File: config.mk
export PLATFORM = sky130hd
export DESIGN_NAME = ct_spsram_4096x32_ctrl_flat
export DESIGN_NICKNAME = d
export VERILOG_FILES = /design/src/rtl/ct_spsram_ctrl_pkg.sv /design/src/rtl/ct_spsram_4096x32_ctrl_if.sv /design/src/rtl/ct_spsram_rr_arb2.sv /design/src/rtl/ct_spsram_4096x32_ctrl.sv /design/src/flat_wrapper.sv
export SDC_FILE = /design/constraint.sdc
export NUM_CORES = 1
export LEC_CHECK = 0
export CAP_MARGIN = 20
export CORE_MARGIN = 8
export CORE_UTILIZATION = 40
export CTS_CLUSTER_SIZE = 28
export DETAILED_ROUTE_END_ITERATION = 16
export PLACE_DENSITY = 0.85
export RECOVER_POWER = 50
export SYNTH_ARGS = -nofsm -noshare
export SYNTH_HDL_FRONTEND = slang
export SYNTH_SLANG_ARGS = --single-unit
File: constraint.sdc
create_clock -name forever_cpuclk -period 2.55 [get_ports forever_cpuclk]
set_input_delay 0.3825 -clock forever_cpuclk [delete_from_list [all_inputs] [get_ports forever_cpuclk]]
set_output_delay 0.3825 -clock forever_cpuclk [all_outputs]
set_load 0.03 [all_outputs]
File: src/rtl/ct_spsram_ctrl_pkg.sv
// ct_spsram_ctrl_pkg: shared constants, FSM states and write-mask helper for the SRAM controller
package ct_spsram_ctrl_pkg;
    localparam int ADDR_WIDTH = 12;
    localparam int DATA_WIDTH = 32;
    localparam int DEPTH      = 2**ADDR_WIDTH;
    localparam int BYTES      = DATA_WIDTH/8;

    typedef enum logic [1:0] {RST, INIT, RUN} state_t;

    function automatic logic [DATA_WIDTH-1:0] be_to_wen(input logic [BYTES-1:0] be);
        logic [DATA_WIDTH-1:0] wen;
        for (int b = 0; b < BYTES; b++) wen[8*b +: 8] = {8{~be[b]}};
        return wen;
    endfunction
endpackage

File: src/rtl/ct_spsram_4096x32_ctrl_if.sv
// ct_spsram_4096x32_ctrl_if: two requester ports plus the shared read-response channel
interface ct_spsram_4096x32_ctrl_if;
    import ct_spsram_ctrl_pkg::*;
    logic                  p0_vld, p0_rdy, p0_wr;
    logic [ADDR_WIDTH-1:0] p0_addr;
    logic [DATA_WIDTH-1:0] p0_wdata;
    logic [BYTES-1:0]      p0_be;
    logic                  p1_vld, p1_rdy, p1_wr;
    logic [ADDR_WIDTH-1:0] p1_addr;
    logic [DATA_WIDTH-1:0] p1_wdata;
    logic [BYTES-1:0]      p1_be;
    logic                  rvld, rid;
    logic [DATA_WIDTH-1:0] rdata;

    modport master (
        output p0_vld, p0_wr, p0_addr, p0_wdata, p0_be,
        output p1_vld, p1_wr, p1_addr, p1_wdata, p1_be,
        input  p0_rdy, p1_rdy, rvld, rid, rdata
    );
    modport slave (
        input  p0_vld, p0_wr, p0_addr, p0_wdata, p0_be,
        input  p1_vld, p1_wr, p1_addr, p1_wdata, p1_be,
        output p0_rdy, p1_rdy, rvld, rid, rdata
    );
endinterface

File: src/rtl/ct_spsram_rr_arb2.sv
// ct_spsram_rr_arb2: 2-input round-robin arbiter; ptr names the port preferred on a tie
module ct_spsram_rr_arb2 (
    input  logic       clk,
    input  logic       rst_n,
    input  logic [1:0] vld,
    input  logic       accept,
    output logic [1:0] gnt,
    output logic       idx
);
    logic ptr;

    assign idx = vld[1] & (~vld[0] | ptr);
    assign gnt = {vld[1] & idx, vld[0] & ~idx};

    always_ff @(posedge clk or negedge rst_n)
        if (!rst_n) ptr <= 1'b0;
        else if (accept) ptr <= ~idx;
endmodule

File: src/rtl/ct_spsram_4096x32_ctrl.sv
// ct_spsram_4096x32_ctrl: zero-fills a 4096x32 SP-SRAM after reset, then arbitrates two requesters onto it
module ct_spsram_4096x32_ctrl
    import ct_spsram_ctrl_pkg::*;
(
    input  logic                    forever_cpuclk,
    input  logic                    cpurst_b,
    input  logic                    init_start,
    output logic                    init_done,
    ct_spsram_4096x32_ctrl_if.slave bus,
    output logic [ADDR_WIDTH-1:0]   sram_a,
    output logic                    sram_cen,
    output logic                    sram_gwen,
    output logic [DATA_WIDTH-1:0]   sram_wen,
    output logic [DATA_WIDTH-1:0]   sram_d,
    input  logic [DATA_WIDTH-1:0]   sram_q
);
    state_t                state, state_nxt;
    logic [ADDR_WIDTH-1:0] cnt, a_q, addr;
    logic [DATA_WIDTH-1:0] d_q, rdata_q, rdata, wdata;
    logic [BYTES-1:0]      be;
    logic [1:0]            vld, gnt;
    logic                  run, fill, accept, idx, wr, rd_acc, wr_acc, rvld_q, rid_q;

    assign run    = state == RUN;
    assign fill   = state == INIT;
    assign vld    = {bus.p1_vld, bus.p0_vld} & {2{run}};
    assign accept = |vld;

    ct_spsram_rr_arb2 u_arb (
        .clk    (forever_cpuclk),
        .rst_n  (cpurst_b),
        .vld    (vld),
        .accept (accept),
        .gnt    (gnt),
        .idx    (idx)
    );

    assign bus.p0_rdy = gnt[0];
    assign bus.p1_rdy = gnt[1];
    assign wr         = idx ? bus.p1_wr    : bus.p0_wr;
    assign addr       = idx ? bus.p1_addr  : bus.p0_addr;
    assign wdata      = idx ? bus.p1_wdata : bus.p0_wdata;
    assign be         = idx ? bus.p1_be    : bus.p0_be;
    // a write with no lanes enabled is accepted but never reaches the array
    assign rd_acc     = accept & ~wr;
    assign wr_acc     = accept & wr & |be;
    assign init_done  = run;
    assign rdata      = rvld_q ? sram_q : rdata_q;
    assign bus.rvld   = rvld_q;
    assign bus.rid    = rid_q;
    assign bus.rdata  = rdata;

    always_comb begin
        state_nxt = state == RST                                ? INIT :
                    fill && cnt == ADDR_WIDTH'(DEPTH - 1)       ? RUN  :
                    run && init_start && !rvld_q                ? INIT : state;
        sram_cen  = ~(fill | rd_acc | wr_acc);
        sram_gwen = ~(fill | wr_acc);
        sram_wen  = fill ? '0 : wr_acc ? be_to_wen(be) : '1;
        sram_a    = fill ? cnt : (rd_acc | wr_acc) ? addr : a_q;
        sram_d    = fill ? '0 : wr_acc ? wdata : d_q;
    end

    always_ff @(posedge forever_cpuclk or negedge cpurst_b)
        if (!cpurst_b) begin
            state   <= RST;
            cnt     <= '0;
            a_q     <= '0;
            d_q     <= '0;
            rvld_q  <= 1'b0;
            rid_q   <= 1'b0;
            rdata_q <= '0;
        end else begin
            state   <= state_nxt;
            cnt     <= fill ? cnt + 1'b1 : cnt;
            a_q     <= sram_a;
            d_q     <= sram_d;
            rvld_q  <= rd_acc;
            rid_q   <= rd_acc ? idx : rid_q;
            rdata_q <= rdata;
        end
endmodule

File: src/flat_wrapper.sv
// flat-port wrapper written by rule: the top's interface ports become plain ports
module ct_spsram_4096x32_ctrl_flat import ct_spsram_ctrl_pkg::*;
  (forever_cpuclk, cpurst_b, init_start, init_done, sram_a, sram_cen, sram_gwen, sram_wen, sram_d, sram_q, bus_p0_vld, bus_p0_wr, bus_p0_addr, bus_p0_wdata, bus_p0_be, bus_p1_vld, bus_p1_wr, bus_p1_addr, bus_p1_wdata, bus_p1_be, bus_p0_rdy, bus_p1_rdy, bus_rvld, bus_rid, bus_rdata);
  ct_spsram_4096x32_ctrl_if bus_i ();
  input  logic forever_cpuclk;
  input  logic cpurst_b;
  input  logic init_start;
  output logic init_done;
  output logic [ADDR_WIDTH-1:0] sram_a;
  output logic sram_cen;
  output logic sram_gwen;
  output logic [DATA_WIDTH-1:0] sram_wen;
  output logic [DATA_WIDTH-1:0] sram_d;
  input  logic [DATA_WIDTH-1:0] sram_q;
  input wire logic [$bits(bus_i.p0_vld)-1:0] bus_p0_vld;
  input wire logic [$bits(bus_i.p0_wr)-1:0] bus_p0_wr;
  input wire logic [$bits(bus_i.p0_addr)-1:0] bus_p0_addr;
  input wire logic [$bits(bus_i.p0_wdata)-1:0] bus_p0_wdata;
  input wire logic [$bits(bus_i.p0_be)-1:0] bus_p0_be;
  input wire logic [$bits(bus_i.p1_vld)-1:0] bus_p1_vld;
  input wire logic [$bits(bus_i.p1_wr)-1:0] bus_p1_wr;
  input wire logic [$bits(bus_i.p1_addr)-1:0] bus_p1_addr;
  input wire logic [$bits(bus_i.p1_wdata)-1:0] bus_p1_wdata;
  input wire logic [$bits(bus_i.p1_be)-1:0] bus_p1_be;
  output wire logic [$bits(bus_i.p0_rdy)-1:0] bus_p0_rdy;
  output wire logic [$bits(bus_i.p1_rdy)-1:0] bus_p1_rdy;
  output wire logic [$bits(bus_i.rvld)-1:0] bus_rvld;
  output wire logic [$bits(bus_i.rid)-1:0] bus_rid;
  output wire logic [$bits(bus_i.rdata)-1:0] bus_rdata;
  assign bus_i.p0_vld = bus_p0_vld;
  assign bus_i.p0_wr = bus_p0_wr;
  assign bus_i.p0_addr = bus_p0_addr;
  assign bus_i.p0_wdata = bus_p0_wdata;
  assign bus_i.p0_be = bus_p0_be;
  assign bus_i.p1_vld = bus_p1_vld;
  assign bus_i.p1_wr = bus_p1_wr;
  assign bus_i.p1_addr = bus_p1_addr;
  assign bus_i.p1_wdata = bus_p1_wdata;
  assign bus_i.p1_be = bus_p1_be;
  assign bus_p0_rdy = bus_i.p0_rdy;
  assign bus_p1_rdy = bus_i.p1_rdy;
  assign bus_rvld = bus_i.rvld;
  assign bus_rid = bus_i.rid;
  assign bus_rdata = bus_i.rdata;
  ct_spsram_4096x32_ctrl u_core (.forever_cpuclk(forever_cpuclk), .cpurst_b(cpurst_b), .init_start(init_start), .init_done(init_done), .bus(bus_i), .sram_a(sram_a), .sram_cen(sram_cen), .sram_gwen(sram_gwen), .sram_wen(sram_wen), .sram_d(sram_d), .sram_q(sram_q));
endmodule
After elaboration in Yosys (flattened, before gate mapping). Cells that the tools add are included.

$add $sub $neg: 1. Multipliers: 0. Div/mod/pow operators: 0. Magnitude comparators: 0. Eq/ne operators: 3. Shift operators: 0. Mux-type cells: 14. Bitwise operators: 21. Reduce and logical (&&, ||, !) cells: 8.

Operators with widths (count): $mux W32 (6); $mux W12 (3); $add A12 B1 Y12 const B (1); $eq A12 B12 Y1 const B (1); $not A1 Y1 (9); $and A1 B1 Y1 (6); $mux W2 (3); $or A1 B1 Y1 (5); $mux W4 (1); $reduce_or A4 Y1 (1); $logic_and A1 B1 Y1 (3); $reduce_bool A3 Y1 (1); $and A2 B2 Y2 (1); $eq A2 B1 Y1 const B (1); $eq A2 B2 Y1 const B (1); $logic_not A2 Y1 (1); $reduce_or A2 Y1 (1); $logic_not A1 Y1 (1); $mux W1 (1).

Register bits: 93. Bits in latches: 0. RAM bits: 0. ROM bits: 0. Input bits: 135. Output and inout bits: 115. Logic and storage cells: 55. Memories kept: 0.

Depth between registers and ports, before layout. Gate-level depths: netlist of run 1.

Depth in word-level cells: 11. Mapped depth: 9. Mapped depth without buffers: 7.

Modules after synthesis. A second synthesis of run 1 with hierarchy kept.

Cell total of the unflattened synthesis: 417. Area total of the unflattened synthesis: 4824.6 um^2.

By module, submodules not included: ct_spsram_4096x32_ctrl (instances 1, cells each 410, area an instance 4760.8 um^2); ct_spsram_rr_arb2 (instances 1, cells each 7, area an instance 63.8 um^2).

Worst setup path after synthesis of run 1. Ideal clock, no wire load.

Path kind: reg2out. Start: register u_core.state[0]. End: output sram_wen[1]. Data arrival time: 2508 ps. Required time: 2168 ps. Slack: -340 ps. Stages on the path, launching flop included: 9. Path through: dfrtp_1 -> nand2b_2 -> clkinv_2 -> nand3_2 -> inv_2 -> buf_6 -> mux2_2 -> a21oi_1 -> buf_4.

Cells in the longest elaborated chain, start to end: 10.

RTL lines: start: declaration (RTL line ct_spsram_4096x32_ctrl.sv:17) `state_t state, state_nxt;`; start signal: assignment (RTL line ct_spsram_4096x32_ctrl.sv:74) `state <= state_nxt;`; $eq A2 B2 Y1 * (RTL line ct_spsram_4096x32_ctrl.sv:24) `assign run = state == RUN;`; net init_done (RTL line flat_wrapper.sv:8) `output logic init_done;`; $and A2 B2 Y2 * (RTL line ct_spsram_4096x32_ctrl.sv:26) `assign vld = {bus.p1_vld, bus.p0_vld} & {2{run}};`; $not A1 Y1 (RTL line ct_spsram_rr_arb2.sv:12) `assign idx = vld[1] & (~vld[0] | ptr);`; $or A1 B1 Y1 (RTL line ct_spsram_rr_arb2.sv:12); $and A1 B1 Y1 (RTL line ct_spsram_rr_arb2.sv:12); $mux W4 or $mux W1 (tied branches) (RTL line ct_spsram_4096x32_ctrl.sv:43, ct_spsram_4096x32_ctrl.sv:40); $reduce_or A4 Y1 or $and A1 B1 Y1 (tied branches) (RTL line ct_spsram_4096x32_ctrl.sv:46) `assign wr_acc = accept & wr & |be;`; $and A1 B1 Y1 (RTL line ct_spsram_4096x32_ctrl.sv:46); $mux W32 * (2 in a row) (RTL line ct_spsram_4096x32_ctrl.sv:59) `sram_wen = fill ? '0 : wr_acc ? be_to_wen(be) : '1;`; end: declaration (RTL line flat_wrapper.sv:12) `output logic [DATA_WIDTH-1:0] sram_wen;`.

Mark *: on every way through the listed nets, which the timed path passes. The rest lies on a longest branch.

Worst setup path after layout of run 1.
Start: input bus_p0_be[0]. End: output sram_a[10].

Cells in the longest elaborated chain, start to end: 6.

RTL lines: start: declaration (RTL line flat_wrapper.sv:19) `input wire logic [$bits(bus_i.p0_be)-1:0] bus_p0_be;`; $mux W4 (RTL line ct_spsram_4096x32_ctrl.sv:43) `assign be = idx ? bus.p1_be : bus.p0_be;`; $reduce_or A4 Y1 (RTL line ct_spsram_4096x32_ctrl.sv:46); $and A1 B1 Y1 (RTL line ct_spsram_4096x32_ctrl.sv:46); $or A1 B1 Y1 (RTL line ct_spsram_4096x32_ctrl.sv:60) `sram_a = fill ? cnt : (rd_acc | wr_acc) ? addr : a_q;`; $mux W12 (2 in a row) (RTL line ct_spsram_4096x32_ctrl.sv:60); end: declaration (RTL line flat_wrapper.sv:9) `output logic [ADDR_WIDTH-1:0] sram_a;`.

No other way between the ends.

==> results of run 1 <==
-- power by group through the flow --
stage | Sequential [µW] | Combinational [µW] | Clock [µW]
after floorplan | 1500 | 30.5 | 0
after global placement | 1500 | 282 | 0
after detailed placement | 1500 | 287 | 0
after CTS | 1470 | 297 | 1610
after global routing | 1470 | 327 | 1670
final | 1470 | 306 | 1580
-- final cells by class --
type                       instances  area, µm²  area share
timing repair buffer             349       3590       0.394
multi-input combinational        300       2620       0.288
sequential                        93       2330       0.256
clock buffer                      10        239      0.0262
tap                              143        179      0.0196
clock inverter                     6        116      0.0128
inverter                           5       28.8     0.00316
antenna                            1       2.50    0.000275
-- synth_stat cells, drive strengths merged (2+ instances only) --
cell / number
nor2b: 3
xor2: 3
dfrtp: 93
nand4: 2
nand2b: 3
o31ai: 12
clkbuf: 13
dlygate4sd1: 4
nand2: 104
nor2: 51
a311oi: 34
and4: 2
a21oi: 6
o21ai: 3
and3: 15
inv: 4
mux2: 37
buf: 41
nand3: 5
xnor2: 8
nor4: 2
-- stage by stage --
stage	TNS, ns	setup WS (ns)	util	instances
finish	-6.41	-0.204	0.798	907
global route	-11.09	-0.264	0.798	907
CTS	-5.89	-0.195	0.754	884
detailed placement	-26.66	-0.421	0.646	828
global placement	-23.67	-0.363	0.646	828
floorplan	-1.86	-0.247	-	456
-- path summary, 6_finish.rpt --
kind | start | end | slack, ns | cells past startpoint
max | bus_p0_be[0] | sram_a[10] | -0.20 | 9
min | cpurst_b | u_core.rdata_q[15] | 0.24 | 1
max reg2reg | u_core.state[0] | u_core.d_q[31] | 0.17 | 12
min reg2reg | u_core.rdata_q[16] | u_core.rdata_q[16] | 0.49 | 1
max in group asynchronous | cpurst_b | u_core.state[1] | 0.42 | 2
min in group forever_cpuclk | bus_p0_vld | u_core.u_arb.ptr | 0.48 | 3
-- timing repair --
action / in CTS / in global routing
buffers inserted: 36 / 24
gates resized for setup: 104 / 78
endpoints found under the setup margin: 78 / 78
pin swaps: 28 / 36
cloned: 5 / 2
-- placed cells by master (no fill, tap or decap), types with 4 or more instances in the layout --
| cell type | instances |
|---|---|
| dlygate4sd2_1 | 5 |
| and3_4 | 5 |
| a311oi_2 | 15 |
| inv_6 | 4 |
| buf_6 | 68 |
| buf_4 | 89 |
| nor2_2 | 9 |
| and3_1 | 7 |
| mux2_1 | 5 |
| clkbuf_16 | 11 |
| dfrtp_1 | 92 |
| clkdlybuf4s50_1 | 154 |
| o31ai_2 | 4 |
| buf_12 | 16 |
| buf_8 | 4 |
| a21oi_4 | 4 |
| nand3_1 | 4 |
| o31ai_4 | 8 |
| xnor2_1 | 8 |
| nor2_1 | 39 |
| a311oi_4 | 19 |
| mux2_2 | 32 |
| nand2_1 | 103 |
-- per-layer routing --
metal  vias up  global-route usage  share of wire
met5         -                   0              0
met4         0               0.100          0.044
met3        62              0.0549          0.084
met2       261               0.381           0.50
met1      2352               0.257           0.37
li1       2153                   -              -
-- flip-flops by register name, summed over array words and instances (netlist names) --
name / flops
u_core.a_q: 12
u_core.bus.rid: 1
u_core.bus.rvld: 1
u_core.cnt: 12
u_core.d_q: 32
u_core.rdata_q: 32
u_core.state: 2
u_core.u_arb.ptr: 1
-- kinds of logic (layout without fill, tap and decap cells) --
group | after synthesis | count (layout) | share of synthesized area
flops | 93 | 93 | 0.499
mux | 38 | 38 | 0.0915
simple gates | 189 | 189 | 0.174
xor+xnor | 11 | 11 | 0.0207
fa+ha+maj | 1 | 1 | 0.00268
buf+inv | 63 | 370 | 0.0923
other cells | 0 | 1 | 0
compound gates | 61 | 61 | 0.119
==> run summary, run 1 <==
Pin count of the biggest net entering global routing = 49
FF+latch count, synth = 93
Total GRT Usage = 0.222
Async SR Flop Fraction = 1.00
Die Ht = 124 µm
MaxCap Viol Count = 0
Port Buf Inserts = 249
Tmin final = 2.75 ns
Unrepaired setup endpoints after global routing = true
# DRC = 0
Register area share after synthesis = 0.499
Iter 0 DRT Violations = 333
Final hold vios = 0
Startpoint type of the worst setup path = primary input
Crit path cell chain = buf_6 > or4_4 > a311oi_4 > a311oi_4 > buf_4 > buf_12 > and3_4 > o31ai_4 > buf_6
P_leak = 0.00402 µW
Critical path class = in2out
Psw = 699 µW
Worst Path Arrival = 2.37 ns
Status = finished with violations
GRT overflow = 0
Worst path bufs/invs = 4
Achievable frequency = 363 MHz
Clk_lat worst skew = 0.34 ns
Slew Limit Fails = 0
Via/cell ratio = 5.32
Clk network pwr share = 0.471
Combinational share of power = 0.091
GPL Wtd Cong = 0.839
Final worst slack = -0.204 ns
Yosys warns = 0
Failing checks = setup timing
CTS tree = built
Initial antenna violation count = 1
Initial Util = 0.408
Mapped Cells = 456
Clock Path Buffers = 2
Die X = 124 µm
H-Tree Depth = 3
Top cell type's share of synthesized area = 0.499
EDFF count, synth = 0
Clk sink count = 93
HP Class = in2async
CP top delay family = simple AND/OR/NAND/NOR gates
Total CTS buffers = 9
Dominant synthesized flop cell = dfrtp_1
Power Total = 3360 µW
Core box area = 0.0114 mm²
Clk_skew = 0.0106 ns
Top-Level Pins = 250
Crit path max fanout = 8
Area Overhead vs Synth = 95.4%
Layout cell share with drive strength beyond 1 = 0.422
CP Capture Type = output port
PD cells = 369 mW/mm²
Cts hold-fix bufs = 0
Cell row count = 39
Syn Std Cell Area = 0.00466 mm²
Net Count, Synth = 592
Rel. slew slack = 0.171
Reg power frac = 0.438
Die area = 0.0154 mm²
Fin nets = 894
Clk Tree Root Cell = clkbuf_16
Final setup vio count = 76
Vias = 4,828
Final period util = 1.08
CP Data Required Time = 2.17 ns
Clk slew on worst S/H paths = 0.07 ns
Post-DRT Antenna Nets = 0
Slowest cell on crit path = or4_4
Cell area after layout = 0.00911 mm²
WL/cell = 21.5 µm
Hold_ws = 0.236 ns
Syn Area/Cell = 10.2 µm²
Net Sw Frac = 0.208
Worst VDD drop = 270 µV
Pint = 2670 µW
Critical path's largest stage delay = 0.55 ns
Worst slew pin tran = 1.24 ns
Vias in the first global route = 5,134
Area contributors post-synth = dfrtp_1 50%, mux2_2 8.9%, nand2_1 8.4%
Detailed Place HPWL = 11.7 mm
Post-DP Area = 0.00737 mm²
First-pass GRT wire length = 26.7 mm
Drt first pass iters = 4
Final WL = 19.5 mm
Largest area contributor in the netlist = dfrtp_1
Fill count = 601
Number of distinct library cells after synthesis = 41
Power figures use the tool's default switching activity.
==> run 2: changes to the inputs <==
Settings changed: CORE_UTILIZATION 40 to 36, PLACE_DENSITY 0.85 to 0.81.
Clock period 2.55 ns to 2.5 ns, I/O delays scaled along.
==> run 2 against run 1 <==
  * The flow still finishes with violations (setup timing)
  * Setup slack got worse by 0.0040 ns
  * Final cell count grew 4.0%
  * Register-to-register slack better by 0.07 ns
  * Hold slack gained 0.13 ns
  * Sequential cell count did not move
  * Sequential share of layout area is 0.81 points lower
  * Clock skew rose by 0.0016 ns
  * Utilization decreased by 5.2 points
  * Design area rose by 3.3%
==> run summary, run 2 (synthesis results as in run 1) <==
Initial Util = 0.369 (was 0.408)
Drt first pass iters = 4 (unchanged)
Final setup vio count = 75 (was 76)
CP Data Required Time = 2.12 ns (was 2.17 ns)
Biggest regs = u_core.d_q x32, u_core.rdata_q x32 (unchanged)
Unrepaired setup endpoints after global routing = true (unchanged)
Footprint of the multi-input gates = 0.00283 mm² (was 0.00262 mm²)
Sequential cell area = 0.00233 mm² (unchanged)
Area Overhead vs Synth = 102% (was 95.4%)
# diodes = 0 (was 1)
Combinational share of power = 0.096 (was 0.091)
Top-Level Pins = 250 (unchanged)
Iter 0 DRT Violations = 324 (was 333)
Core box area = 0.0126 mm² (was 0.0114 mm²)
Achievable frequency = 369 MHz
Slew Limit Fails = 0 (unchanged)
Critical path class = reg2out (was in2out)
Pint = 2640 µW (was 2670 µW)
Total GRT Usage = 0.214 (was 0.222)
Die Ht = 130 µm (was 124 µm)
Placed Cells = 859 (was 828)
Fill count = 771 (was 601)
Clk slew on worst S/H paths = 0.07 ns (about the same)
First-pass GRT wire length = 28.0 mm (was 26.7 mm)
Layout cell share with drive strength beyond 1 = 0.466 (was 0.422)
Fin nets = 902 (was 894)
Clk sink count = 93 (unchanged)
Clk network pwr share = 0.453 (was 0.471)
Final worst slack = -0.208 ns (was -0.204 ns)
PD cells = 355 mW/mm² (was 369 mW/mm²)
Clock Path Buffers = 2 (unchanged)
Rel. slew slack = 0.172 (was 0.171)
H-Tree Depth = 3 (unchanged)
CTS tree = built (unchanged)
Tmin final = 2.71 ns
Cell area after layout = 0.00941 mm² (was 0.00911 mm²)
Via/cell ratio = 5.27 (was 5.32)
# DRC = 0 (unchanged)
Pin count of the biggest net entering global routing = 50 (was 49)
Die X = 130 µm (was 124 µm)
HP Class = in2async (unchanged)
Worst Path Arrival = 2.33 ns (was 2.37 ns)
Vias = 4,973 (was 4,828)
Final WL = 21.1 mm (was 19.5 mm)
GRT overflow = 0 (unchanged)
Clk_skew = 0.0122 ns (was 0.0106 ns)
Total CTS buffers = 9 (unchanged)
Status = finished with violations (unchanged)
Most frequent cells in the layout = 157 x clkdlybuf4s50_1, 93 x nand2_1, 92 x dfrtp_1 (was 154 x clkdlybuf4s50_1, 103 x nand2_1, 92 x dfrtp_1)
Clk Tree Root Cell = clkbuf_16 (unchanged)
Clk_lat worst skew = 0.35 ns (was 0.34 ns)
Post-DP Area = 0.00743 mm² (was 0.00737 mm²)
P_leak = 0.00409 µW (was 0.00402 µW)
Failing checks = setup timing (unchanged)
WL/cell = 22.3 µm (was 21.5 µm)
GPL Wtd Cong = 0.857 (was 0.839)
Port Buf Inserts = 249 (unchanged)
Cell row count = 41 (was 39)
Post-DRT Antenna Nets = 0 (unchanged)
Die area = 0.0168 mm² (was 0.0154 mm²)
Fin cells = 943 (was 907)
MaxCap Viol Count = 0 (unchanged)
CP Capture Type = output port (unchanged)
Vias in the first global route = 5,217 (was 5,134)
Crit path max fanout = 5 (was 8)
Worst VDD drop = 351 µV (was 270 µV)
Final hold vios = 0 (unchanged)
R2R depth = 10 (was 12)
Startpoint type of the worst setup path = register (was primary input)
Detailed Place HPWL = 11.8 mm (was 11.7 mm)
Reg power frac = 0.450 (was 0.438)
Commonest non-fill, non-tap cell in the layout = clkdlybuf4s50_1 (unchanged)
Net Sw Frac = 0.211 (was 0.208)
Final period util = 1.08
Initial antenna violation count = 0 (was 1)
Psw = 706 µW (was 699 µW)
Worst slew pin tran = 1.24 ns (about the same)
[run 2: changes by cell type in the layout (fill, tap and decap cells not counted), sizes merged, moves of 2 or more]
cell,before,now
inv,7,5
clkbuf,16,23
clkdlybuf4s15,0,3
a311oi,34,37
clkdlybuf4s50,154,157
dlygate4sd2,5,0
dlymetal6s2s,2,0
[run 2: path summary, 6_finish.rpt]
path | startpoint | to | slack, ns
worst max-delay path | u_core.u_arb.ptr | sram_a[1] | -0.21
worst min-delay path | cpurst_b | u_core.rdata_q[21] | 0.36
min in group forever_cpuclk | bus_p0_vld | u_core.u_arb.ptr | 0.46
max in group asynchronous | cpurst_b | u_core.d_q[3] | 1.33
worst min register to register | u_core.rdata_q[15] | u_core.rdata_q[15] | 0.49
worst max register to register | u_core.state[0] | u_core.d_q[25] | 0.24
[run 2: power groups by stage]
stage	sequential, µW	combinational (µW)	clock, µW
2_1_floorplan	1530	31.3	0
3_3_place_gp	1530	285	0
3_5_place_dp	1530	291	0
4_1_cts	1500	306	1530
5_1_grt	1500	344	1610
6_report	1500	322	1510
[run 2: timing repair]
item,in CTS,in global routing
hold buffers,0,0
pin swaps,18,55
resized for setup,133,114
hold endpoints to repair,0,0
gates cloned,6,5
endpoints found under the setup margin,78,76
setup buffers,30,28
[run 2: stage by stage]
step | hold slack (ns) | setup WS [ns] | TNS (ns) | utilization | power [µW]
final | 0.364 | -0.208 | -7.92 | 0.745 | 3340
after global routing | 0.474 | -0.257 | -11.89 | 0.745 | 3450
after CTS | 0.134 | -0.173 | -6.99 | 0.687 | 3340
after detailed placement | 0.483 | -0.584 | -37.15 | 0.589 | 1820
after global placement | 0.479 | -0.488 | -31.71 | 0.589 | 1820
after floorplan | 0.0794 | -0.290 | -2.71 | - | 1560
[run 2: cell type report]
cell class,count,share of cell area
clock buffer,12,0.0273
clock inverter,4,0.00745
inverter,5,0.00306
multi-input combinational,304,0.301
sequential,93,0.248
tap,172,0.0229
timing repair buffer,353,0.391
[run 2: metal layers]
metal,global-route usage,vias up,share of wire
met3,0.0567,60,0.073
li1,-,2189,-
met4,0.107,0,0.041
met5,0,-,0
met2,0.363,268,0.51
met1,0.246,2456,0.38
[run 2: worst max-delay path, cell delays in order, from the launching register on]
cell and delay [ns]:
dfrtp_2 0.44, nand2b_4 0.17, buf_6 0.13, a311oi_4 0.32
buf_6 0.17, a311oi_4 0.07, and3_4 0.21, o31ai_4 0.29
buf_6 0.18
